===== src/rtl/ws2812_frame_sequencer.sv =====
// Frame buffer and word sequencer that feeds the WS2812 bit controller load interface.
// Build option WS2812_AUTO_REFRESH_EN: restart from pixel 0 at each latch end instead of idling.
module ws2812_frame_sequencer #(
   parameter int F_CLK    = 12_000_000,
   parameter int NUM_LEDS = 8,
   parameter int LATCH_US = 80
) (
   input  logic                                               CLK_IN,
   input  logic                                               RESET_N,
   input  logic                                               WR_EN,
   input  logic [((NUM_LEDS > 1) ? $clog2(NUM_LEDS) : 1)-1:0] WR_ADDR,
   input  logic [23:0]                                        WR_DATA,
   input  logic                                               START,
   output logic                                               BUSY,
   output logic                                               FRAME_DONE,
   output logic [23:0]                                        BIT_DATA,
   output logic                                               BIT_LOAD,
   input  logic                                               BIT_DONE
);

   localparam int AW           = (NUM_LEDS > 1) ? $clog2(NUM_LEDS) : 1;
   localparam int LATCH_CYCLES = (F_CLK / 1_000_000) * LATCH_US;
   // FRAME_DONE is itself a flop, so the counter stops one short of LATCH_CYCLES-1
   localparam int LATCH_LAST   = (LATCH_CYCLES > 1) ? LATCH_CYCLES - 2 : 0;
   localparam int CW           = (LATCH_CYCLES > 1) ? $clog2(LATCH_CYCLES) : 1;
   localparam logic [AW-1:0] LAST_IDX = AW'(NUM_LEDS - 1);

   localparam logic [1:0] ST_IDLE  = 2'd0;
   localparam logic [1:0] ST_ARM   = 2'd1;
   localparam logic [1:0] ST_WAIT  = 2'd2;
   localparam logic [1:0] ST_LATCH = 2'd3;

   logic [1:0]    state_q, state_d;
   logic [AW-1:0] idx_q, idx_d, idx_inc;
   logic [CW-1:0] cnt_q, cnt_d;
   logic [23:0]   mem_q [NUM_LEDS];
   logic [23:0]   mem_d [NUM_LEDS];
   logic [23:0]   bit_data_q, bit_data_d;
   logic          bit_load_q, bit_load_d;
   logic          busy_q, busy_d;
   logic          frame_done_q, frame_done_d;

   assign idx_inc = idx_q + AW'(1);

   always_comb begin
      state_d      = state_q;
      idx_d        = idx_q;
      cnt_d        = cnt_q;
      bit_data_d   = bit_data_q;
      bit_load_d   = 1'b0;
      busy_d       = busy_q;
      frame_done_d = 1'b0;
      mem_d        = mem_q;

      case (state_q)
         ST_IDLE: begin
            if (START) begin
               bit_data_d = mem_q[0];
               bit_load_d = 1'b1;
               idx_d      = '0;
               busy_d     = 1'b1;
               state_d    = ST_ARM;
            end
         end
         // done is still stale from the previous word while the load lands
         ST_ARM: state_d = ST_WAIT;
         ST_WAIT: begin
            if (BIT_DONE) begin
               if (idx_q == LAST_IDX) begin
                  cnt_d   = '0;
                  state_d = ST_LATCH;
               end else begin
                  idx_d      = idx_inc;
                  bit_data_d = mem_q[idx_inc];
                  bit_load_d = 1'b1;
                  state_d    = ST_ARM;
               end
            end
         end
         default: begin
            if (cnt_q == CW'(LATCH_LAST)) begin
               frame_done_d = 1'b1;
`ifdef WS2812_AUTO_REFRESH_EN
               bit_data_d = mem_q[0];
               bit_load_d = 1'b1;
               idx_d      = '0;
               state_d    = ST_ARM;
`else
               busy_d  = 1'b0;
               state_d = ST_IDLE;
`endif
            end else begin
               cnt_d = cnt_q + CW'(1);
            end
         end
      endcase

      // Reads above use mem_q, so a same-cycle write to the loaded pixel sends the old word
      if (WR_EN && (32'(WR_ADDR) < NUM_LEDS)) mem_d[WR_ADDR] = WR_DATA;
   end

   always_ff @(posedge CLK_IN) begin
      if (!RESET_N) begin
         state_q      <= ST_IDLE;
         idx_q        <= '0;
         cnt_q        <= '0;
         bit_data_q   <= '0;
         bit_load_q   <= 1'b0;
         busy_q       <= 1'b0;
         frame_done_q <= 1'b0;
         for (int i = 0; i < NUM_LEDS; i++) mem_q[i] <= '0;
      end else begin
         state_q      <= state_d;
         idx_q        <= idx_d;
         cnt_q        <= cnt_d;
         bit_data_q   <= bit_data_d;
         bit_load_q   <= bit_load_d;
         busy_q       <= busy_d;
         frame_done_q <= frame_done_d;
         mem_q        <= mem_d;
      end
   end

   assign BUSY       = busy_q;
   assign FRAME_DONE = frame_done_q;
   assign BIT_DATA   = bit_data_q;
   assign BIT_LOAD   = bit_load_q;

endmodule


===== config.mk =====
export PLATFORM = sky130hd
export DESIGN_NAME = ws2812_frame_sequencer
export DESIGN_NICKNAME = d
export VERILOG_FILES = /design/src/rtl/ws2812_frame_sequencer.sv
export SDC_FILE = /design/constraint.sdc
export NUM_CORES = 1
export LEC_CHECK = 0
export ABC_CLOCK_PERIOD_IN_PS = 6200
export BUFFER_PORTS_ARGS = -buffer_cell sky130_fd_sc_hd__buf_2
export CAP_MARGIN = 20
export CORE_MARGIN = 2
export CORE_UTILIZATION = 34
export CTS_BUF_LIST = sky130_fd_sc_hd__clkbuf_4 sky130_fd_sc_hd__clkbuf_8
export DETAILED_ROUTE_END_ITERATION = 8
export PLACE_DENSITY = 0.54
export RECOVER_POWER = 25
export SLEW_MARGIN = 20
export SYNTH_ARGS = -nofsm -noshare
export SYNTH_HDL_FRONTEND = slang
export SYNTH_SLANG_ARGS = --single-unit

===== constraint.sdc =====
create_clock -name CLK_IN -period 6.2 [get_ports CLK_IN]
set_input_delay 0.31 -clock CLK_IN [delete_from_list [all_inputs] [get_ports CLK_IN]]
set_output_delay 0.31 -clock CLK_IN [all_outputs]
set_load 0.1 [all_outputs]

Word level (Yosys, flattened, before mapping):

Index checks and enable logic that the tools add are counted.

* bits in registers: 234
* input port bits: 32
* output and inout bits: 27
* logic and storage cells: 77

* $add $sub $neg: 2
* magnitude comparators: 3
* equality and inequality tests: 9
* mux-type cells: 31
* bitwise logic cells: 5
* reduce and logical (&&, ||, !) cells: 12

Operators with widths (number)
* $bwmux 192: 1
* $mux 24: 6
* $bmux 24 s3: 1
* $demux 24 s3: 1
* $pmux 24 s2: 1
* $mux 10: 3
* $pmux 10 s2: 1
* $add 10x1->10 const B: 1
* $eq 10x10->1 const B: 1
* $mux 3: 3
* $ge 4x4->1 const B: 2
* $mux 2: 4
* $ne 2x2->1 const B: 4
* $not 3->4: 2
* $reduce_and 4->1: 2
* $mux 1: 6
* $pmux 2 s3: 1
* $pmux 3 s2: 1
* $reduce_and 3->1: 2
* $lt 4x1->1 const B: 1
* $pmux 1 s2: 2
* $reduce_bool 2->1: 2
* $reduce_bool 4->1: 1
* $reduce_or 2->1: 2
* other kinds (9): 11

Longest topological paths before layout:

Gate-level depths: netlist of run 1.

* depth after elaboration: 8
* mapped depth: 9
* gate-level depth less buffers: 6

Worst setup path before layout of run 1:

OpenSTA, ideal clock, no wires.

* kind: register to register
* start point: register idx_q[0]
* end point: register bit_data_q[10], in the netlist BIT_DATA[10]
* library setup time: 128 ps
* arrival time: 1951 ps
* data required time: 6072 ps
* path slack: 4121 ps
* cell stages (with the launch flop): 9
* buffers on the path: 3
* clock period less this slack: 2079 ps
* cell sequence: dfxtp_1 > ha_1 > ha_1 > buf_2 > buf_6 > buf_4 > mux4_2 > mux2i_1 > o211ai_1

* word-level cells in the longest chain between the ends: 8
* elaborated cells between the ends (all ways): 11
* classes of those cells: 1 x add/sub; 2 x eq/ne; 6 x mux; 1 x bitwise; 1 x reduce/logical

RTL lines
* start: declaration: line 34 `logic [AW-1:0] idx_q, idx_d, idx_inc;`
* start signal: assignment: line 114 `idx_q <= idx_d;`
* $add 3x1->3: line 43 `assign idx_inc = idx_q + AW'(1);`
* $not 3->4 (not written as such): line 74 `bit_data_d = mem_q[idx_inc];`
* $bmux 24 s3: line 74
* $mux 24 (not written as such) (2 in series): line 74
* $mux 24: line 69 `if (idx_q == LAST_IDX) begin`
* $mux 24: line 68 `if (BIT_DONE) begin`
* $pmux 24 s2: line 55 `case (state_q)`
* end signal: assignment: line 116 `bit_data_q <= bit_data_d;`
* end: declaration: line 38 `logic [23:0] bit_data_q, bit_data_d;`

Parallel ways exist; a longest one is shown, timed or not. The select of a mux whose other input is x is not followed.
A chain may end at the register's enable or synchronous reset.

==> impl_metrics.yaml, run 1 <==
synth:
  synth_compound_area_frac: 0.1338
  synthMuxAreaShare: 0.1332
  synth_top_area_frac: 0.4571
  synth-adder-area-share: 0.008546
  synthSimpleGateAreaFrac: 0.2118
  synth_top_family_by_area: "simple AND/OR/NAND/NOR gates"
  synthCells: 1209
  synthDistinctLibCells: 54
  synth_top_area_cell: "dfxtp_1"
  synthArstFlopShare: 0
  synth_nets: 1248
  synth_edf_count: 0
  synth-xor-area-share: 0.0008546
  ys.flop_type: "dfxtp_1"
  yosys-top-cells-area: "dfxtp_1 (46%), nand2_1 (15%), mux4_2 (11%)"
  yosysWarnings: 0
  synthesis.area_um2: 10250
  syn_avg_cell_area_um2: 8.477
  ys_seq_area_frac: 0.4571
  synth_seq_cells: 234
place:
  globalplace.congestion: 0.7843
  placed_cell_area_um2: 10710
  port_buffers: 58
  dp_hpwl_um: 17740
power:
  power.total_mw: 3.777
  p_leak_nw: 3.751
  p_per_area_nw_per_um2: 326.5
  vdd_ir_drop_max_v: 0.0001516
timing:
  period_minus_slack_ns: 4.010
  setup_viol: 0
  tns_ns: 0
  fmax_ghz: 0.2494
  hold_viol_final: 0
  max_slew_margin: -0.9031
  rsz0062_at_grt: "no"
  slew_viol_final: 54
  skew_ns: 0.01652
  fin_crit_sh: 0.6467
  worst_pin_slew_ns: 2.855
final_layout:
  layout_commonest_cell: "nand2_1"
  final_cell_mix: "nand2_1 (405), dfxtp_1 (233), a21oi_1 (202)"
  stdcell_area_um2: 11570
  area_growth_pct: 12.88
  drive_above_1_share: 0.1672
  fin_util: 0.3903
  nets: 1252
routing:
  drc: 0
  antenna_left: 0
  met1_length_um: 14650
  met2_length_um: 14040
  highest_layer: "met4"
  firstDrtPassIters: 6
  first_iter_violations: 730
  via_count: 8567
  viasPerCell: 5.253
  wl_per_cell_um: 19.13
  wirelength_um: 31200
  met3_wirelength_um: 1933
floorplan:
  initial_utilization: 0.3458
  chipWidth_um: 177.6
  dieArea_um2: 31550
  num_rows: 63
  core_area_um2: 29640
  die_h_um: 177.6
  ios: 59
critical_path:
  end_kind: "flop"
  crit_required_ns: 6.63
  r2r_start: "idx_q[0]"
  startpoint_type: "input port"
  r2r_end: "BIT_DATA[13]"
  rrSetupSlack_ns: 2.92
  crit_start: "RESET_N"
  crit_type: "in2reg"
  crit_end: "state_q[1]"
  path_max_fanout: 105
  cp.arrival_ns: 4.44
  r2r_cells: 6
cts:
  cts.sinks: 234
  htree_levels: 2
  cts_tree: "done"
  post_cts_buffers: 0
  cts_root_buffer: "clkbuf_8"
  cts.repair.resized: 0
  cts_hold_buf: 0
  clock_latency_ns: 0.55
  cts_buffer_depth: 3
  cts_buffers: 41
  clk_pin_slew_worst_paths_ns: 0.06
global_routing:
  overflow: 0
  antenna_found_initial: 3
  grt_pass1_vias: 8262
  grt_pass1_wl_um: 48550
  grt.total_usage: 0.1996
  grt_start_max_net_pins: 106
run:
  drv_cap: 1
min_path:
  hold_path_class: "in2reg"
run_status:
  failed_checks: "max-capacitance violations, max-slew violations"
  status: "finished, violations left"
Yosys cell counts, types with 2 or more instances:
master / n
o21a_1: 2
buf_2: 48
a21oi_1: 202
nor3_2: 2
nand3_1: 32
o221ai_1: 2
nand2b_1: 4
o31ai_1: 3
mux2_2: 3
nor2_1: 13
mux4_2: 48
o211ai_1: 21
nand2_1: 405
nor3_1: 5
buf_1: 8
nand4b_1: 2
buf_6: 3
ha_1: 7
buf_4: 2
nand4_1: 23
nor4_1: 5
or3_1: 5
mux2i_1: 25
nor2b_1: 8
clkbuf_1: 51
o21ai_0: 6
dfxtp_1: 234
o22ai_1: 4
inv_1: 11
worst min path at each step:
stage                     slack (ns)  depth (start not counted)         from    endpoint
after floorplan                 0.43                          2   mem_q[100]  mem_q[100]
after global placement          0.44                          2    mem_q[27]   mem_q[27]
after detailed placement        0.44                          2    mem_q[11]   mem_q[11]
after CTS                       0.06                          3   WR_DATA[8]  mem_q[152]
after global routing            0.07                          3  WR_DATA[16]  mem_q[136]
final                           0.08                          3   WR_DATA[8]   mem_q[56]
worst max-delay path, cell delays in order:
cell and delay (ns):
buf_2 0.07, clkbuf_1 2.02, inv_6 0.89, nor4_1 0.69
a22oi_1 0.13, a311oi_1 0.28
flip-flops by register name (all words and copies together), names as in the netlist:
name	cells
idx_q	3
state_q	2
mem_q	192
BUSY	1
FRAME_DONE	1
BIT_DATA	24
BIT_LOAD	1
cnt_q	10
routing by layer:
layer / track usage / up-vias
met5: 0 / -
met4: 0.06182 / 0
met3: 0.03877 / 50
met2: 0.3075 / 226
met1: 0.2816 / 4124
li1: - / 4167
stage by stage:
step	hold WS [ns]	setup slack (ns)	std cells
3_3_place_gp	0.4396	2.878	1560
5_1_grt	0.07497	1.896	1630
4_1_cts	0.05836	2.863	1628
2_1_floorplan	0.4331	4.121	1209
6_report	0.07562	2.190	1631
3_5_place_dp	0.4431	2.873	1560
where the power goes:
part / switching (mW) / total (mW) / internal [mW] / leakage (nW)
Clock: 0.626 / 1.48 / 0.856 / 0.452
Combinational: 0.523 / 0.683 / 0.160 / 1.40
Sequential: 0.0507 / 1.61 / 1.56 / 1.89
Total: 1.20 / 3.78 / 2.58 / 3.75
cell families (layout without fill, tap and decap cells):
kind of cell,count (synthesis),in the layout
buffers and inverters,125,154
adder cells (fa/ha/maj),7,7
XOR/XNOR,1,1
AO/OA/AOI/OAI,251,251
AND/OR/NAND/NOR,515,515
flip-flops,234,234
other,0,3
multiplexers,76,76
layout make-up:
class | instances | area (µm²)
clock buffers | 62 | 797.0
flip-flops and latches | 234 | 4686
inverters | 12 | 50.05
fillers | 3057 | 18070
multi-input cells | 850 | 5076
clock inverters | 6 | 57.56
well taps | 390 | 488.0
repair buffers | 74 | 406.6
diodes | 3 | 7.507
(Power assumes the default switching activity.)
==> run 2, diff against run 1 <==
ABC_CLOCK_PERIOD_IN_PS = 3500   (was 6200)
PLACE_DENSITY = 0.55   (was 0.54)
clock period = 3.5 ns   (was 6.2 ns; I/O delays follow)
==> run 2 against run 1 <==
- the run still ends with max-capacitance violations, max-slew violations left
- largest power group unchanged
- global-route usage is 0.16 points higher
- via count is 3.1% higher
- worst hold slack worse by 0.012 ns
- highest routed layer is now met5
- critical endpoint is now mem_q[126]
==> impl_metrics.yaml, run 2 (same netlist as run 1, synthesis figures left out) <==
run_status:
  status: "finished, violations left"
  failed_checks: "max-capacitance violations, max-slew violations"
global_routing:
  overflow: 0
  grt_pass1_vias: 8599
  grt_pass1_wl_um: 49470
  antenna_found_initial: 2
  grt.total_usage: 0.2012
  grt_start_max_net_pins: 102
timing:
  rsz0062_at_grt: "no"
  max_slew_margin: -0.4479
  whs_ns: 0.06324
  hold_viol_final: 0
  worst_pin_slew_ns: 2.172
  slew_viol_final: 227
  tns_ns: 0
  setup_viol: 0
  fin_crit_sh: 0.7939
  skew_ns: 0.02098
  fmax_ghz: 0.3599
  period_minus_slack_ns: 2.779
cts:
  cts_buffer_depth: 3
  clk_pin_slew_worst_paths_ns: 0.06
  cts.repair.resized: 0
  cts.sinks: 234
  post_cts_buffers: 0
  cts_hold_buf: 24
  cts_buffers: 40
  clock_latency_ns: 0.54
  cts_root_buffer: "clkbuf_8"
  htree_levels: 2
  cts_tree: "done"
critical_path:
  cp_slowest_cell: "clkbuf_2"
  end_kind: "flop"
  startpoint_type: "input port"
  crit_chain: "clkbuf_1 > inv_6 > clkbuf_2 > a21oi_1"
  critical_path.max_stage_delay_ns: 1.21
  crit_type: "in2reg"
  path_buf_inv: 3
  r2r_cells: 8
  path_max_fanout: 101
  crit_required_ns: 3.91
  cp_top_family: "buffers and inverters"
  path_depth: 4
  cp.arrival_ns: 3.19
floorplan:
  num_rows: 63
  die_h_um: 177.6
  chipWidth_um: 177.6
  ios: 59
  core_area_um2: 29640
  initial_utilization: 0.3458
  dieArea_um2: 31550
place:
  globalplace.congestion: 0.7625
  port_buffers: 58
  placed_cell_area_um2: 10800
  dpl.cell_count: 1570
  dp_hpwl_um: 17980
final_layout:
  fillCellCount: 3036
  nets: 1285
  layoutNonFillerInstCount: 1660
  stdcell_area_um2: 11790
  layout_commonest_cell: "nand2_1"
  largest_reg_flops: 192
  drive_above_1_share: 0.1615
  area_growth_pct: 15.04
  top_register: "mem_q"
  fin_util: 0.3978
  final_cell_mix: "nand2_1 (405), dfxtp_1 (234), a21oi_1 (202)"
routing:
  antenna_left: 0
  viasPerCell: 5.322
  firstDrtPassIters: 5
  wirelength_um: 31200
  via_count: 8834
  drc: 0
  wl_per_cell_um: 18.80
  first_iter_violations: 700
power:
  p_leak_nw: 3.854
  p_per_area_nw_per_um2: 556.4
  vdd_ir_drop_max_v: 0.0002856
min_path:
  holdPathStages: 3
  hold_path_class: "in2reg"
run:
  drv_cap: 6
## run 2: path summary, 6_finish.rpt
check | from | endpoint | slack [ns]
max | RESET_N | mem_q[126] | 0.72
max reg2reg | state_q[0] | BIT_DATA[3] | 0.96
min | START | BIT_LOAD | 0.06
min reg2reg | mem_q[65] | mem_q[65] | 0.45
## run 2: layout make-up
class | instances | area [µm²] | share of cell area
antenna | 1 | 2.502 | 0.0002122
clock buffer | 63 | 785.8 | 0.06665
clock inverter | 2 | 10.01 | 0.0008490
inverter | 12 | 50.05 | 0.004245
multi-input combinational | 850 | 5042 | 0.4277
sequential | 234 | 4684 | 0.3973
tap | 390 | 488.0 | 0.04139
timing repair buffer | 108 | 726.9 | 0.06166
## run 2: tightest hold or removal path, cell delays in order
cell     delay [ns]
buf_2          0.14
a21oi_1        0.16
nor3_1         0.06
## run 2: per-layer routing
layer | GRT usage | wire (µm) | up-vias
li1 | - | - | 4215
met1 | 0.2846 | 14260 | 4264
met2 | 0.3088 | 14100 | 293
met3 | 0.04135 | 2241 | 60
met4 | 0.05874 | 587 | 2
met5 | 0 | 13 | -
## run 2: power by group
part           internal, mW  total, mW  switching, mW
Sequential             2.77       2.83         0.0688
Combinational         0.319       1.24          0.924
Clock                  1.41       2.48           1.07
Total                  4.49       6.56           2.07
## run 2: per-stage QoR
step,total power [mW],worst slack (ns)
6_report,6.560,0.7214
3_5_place_dp,4.104,1.017
2_1_floorplan,3.798,1.421
4_1_cts,6.605,0.9724
5_1_grt,6.827,0.4575
3_3_place_gp,4.091,1.058
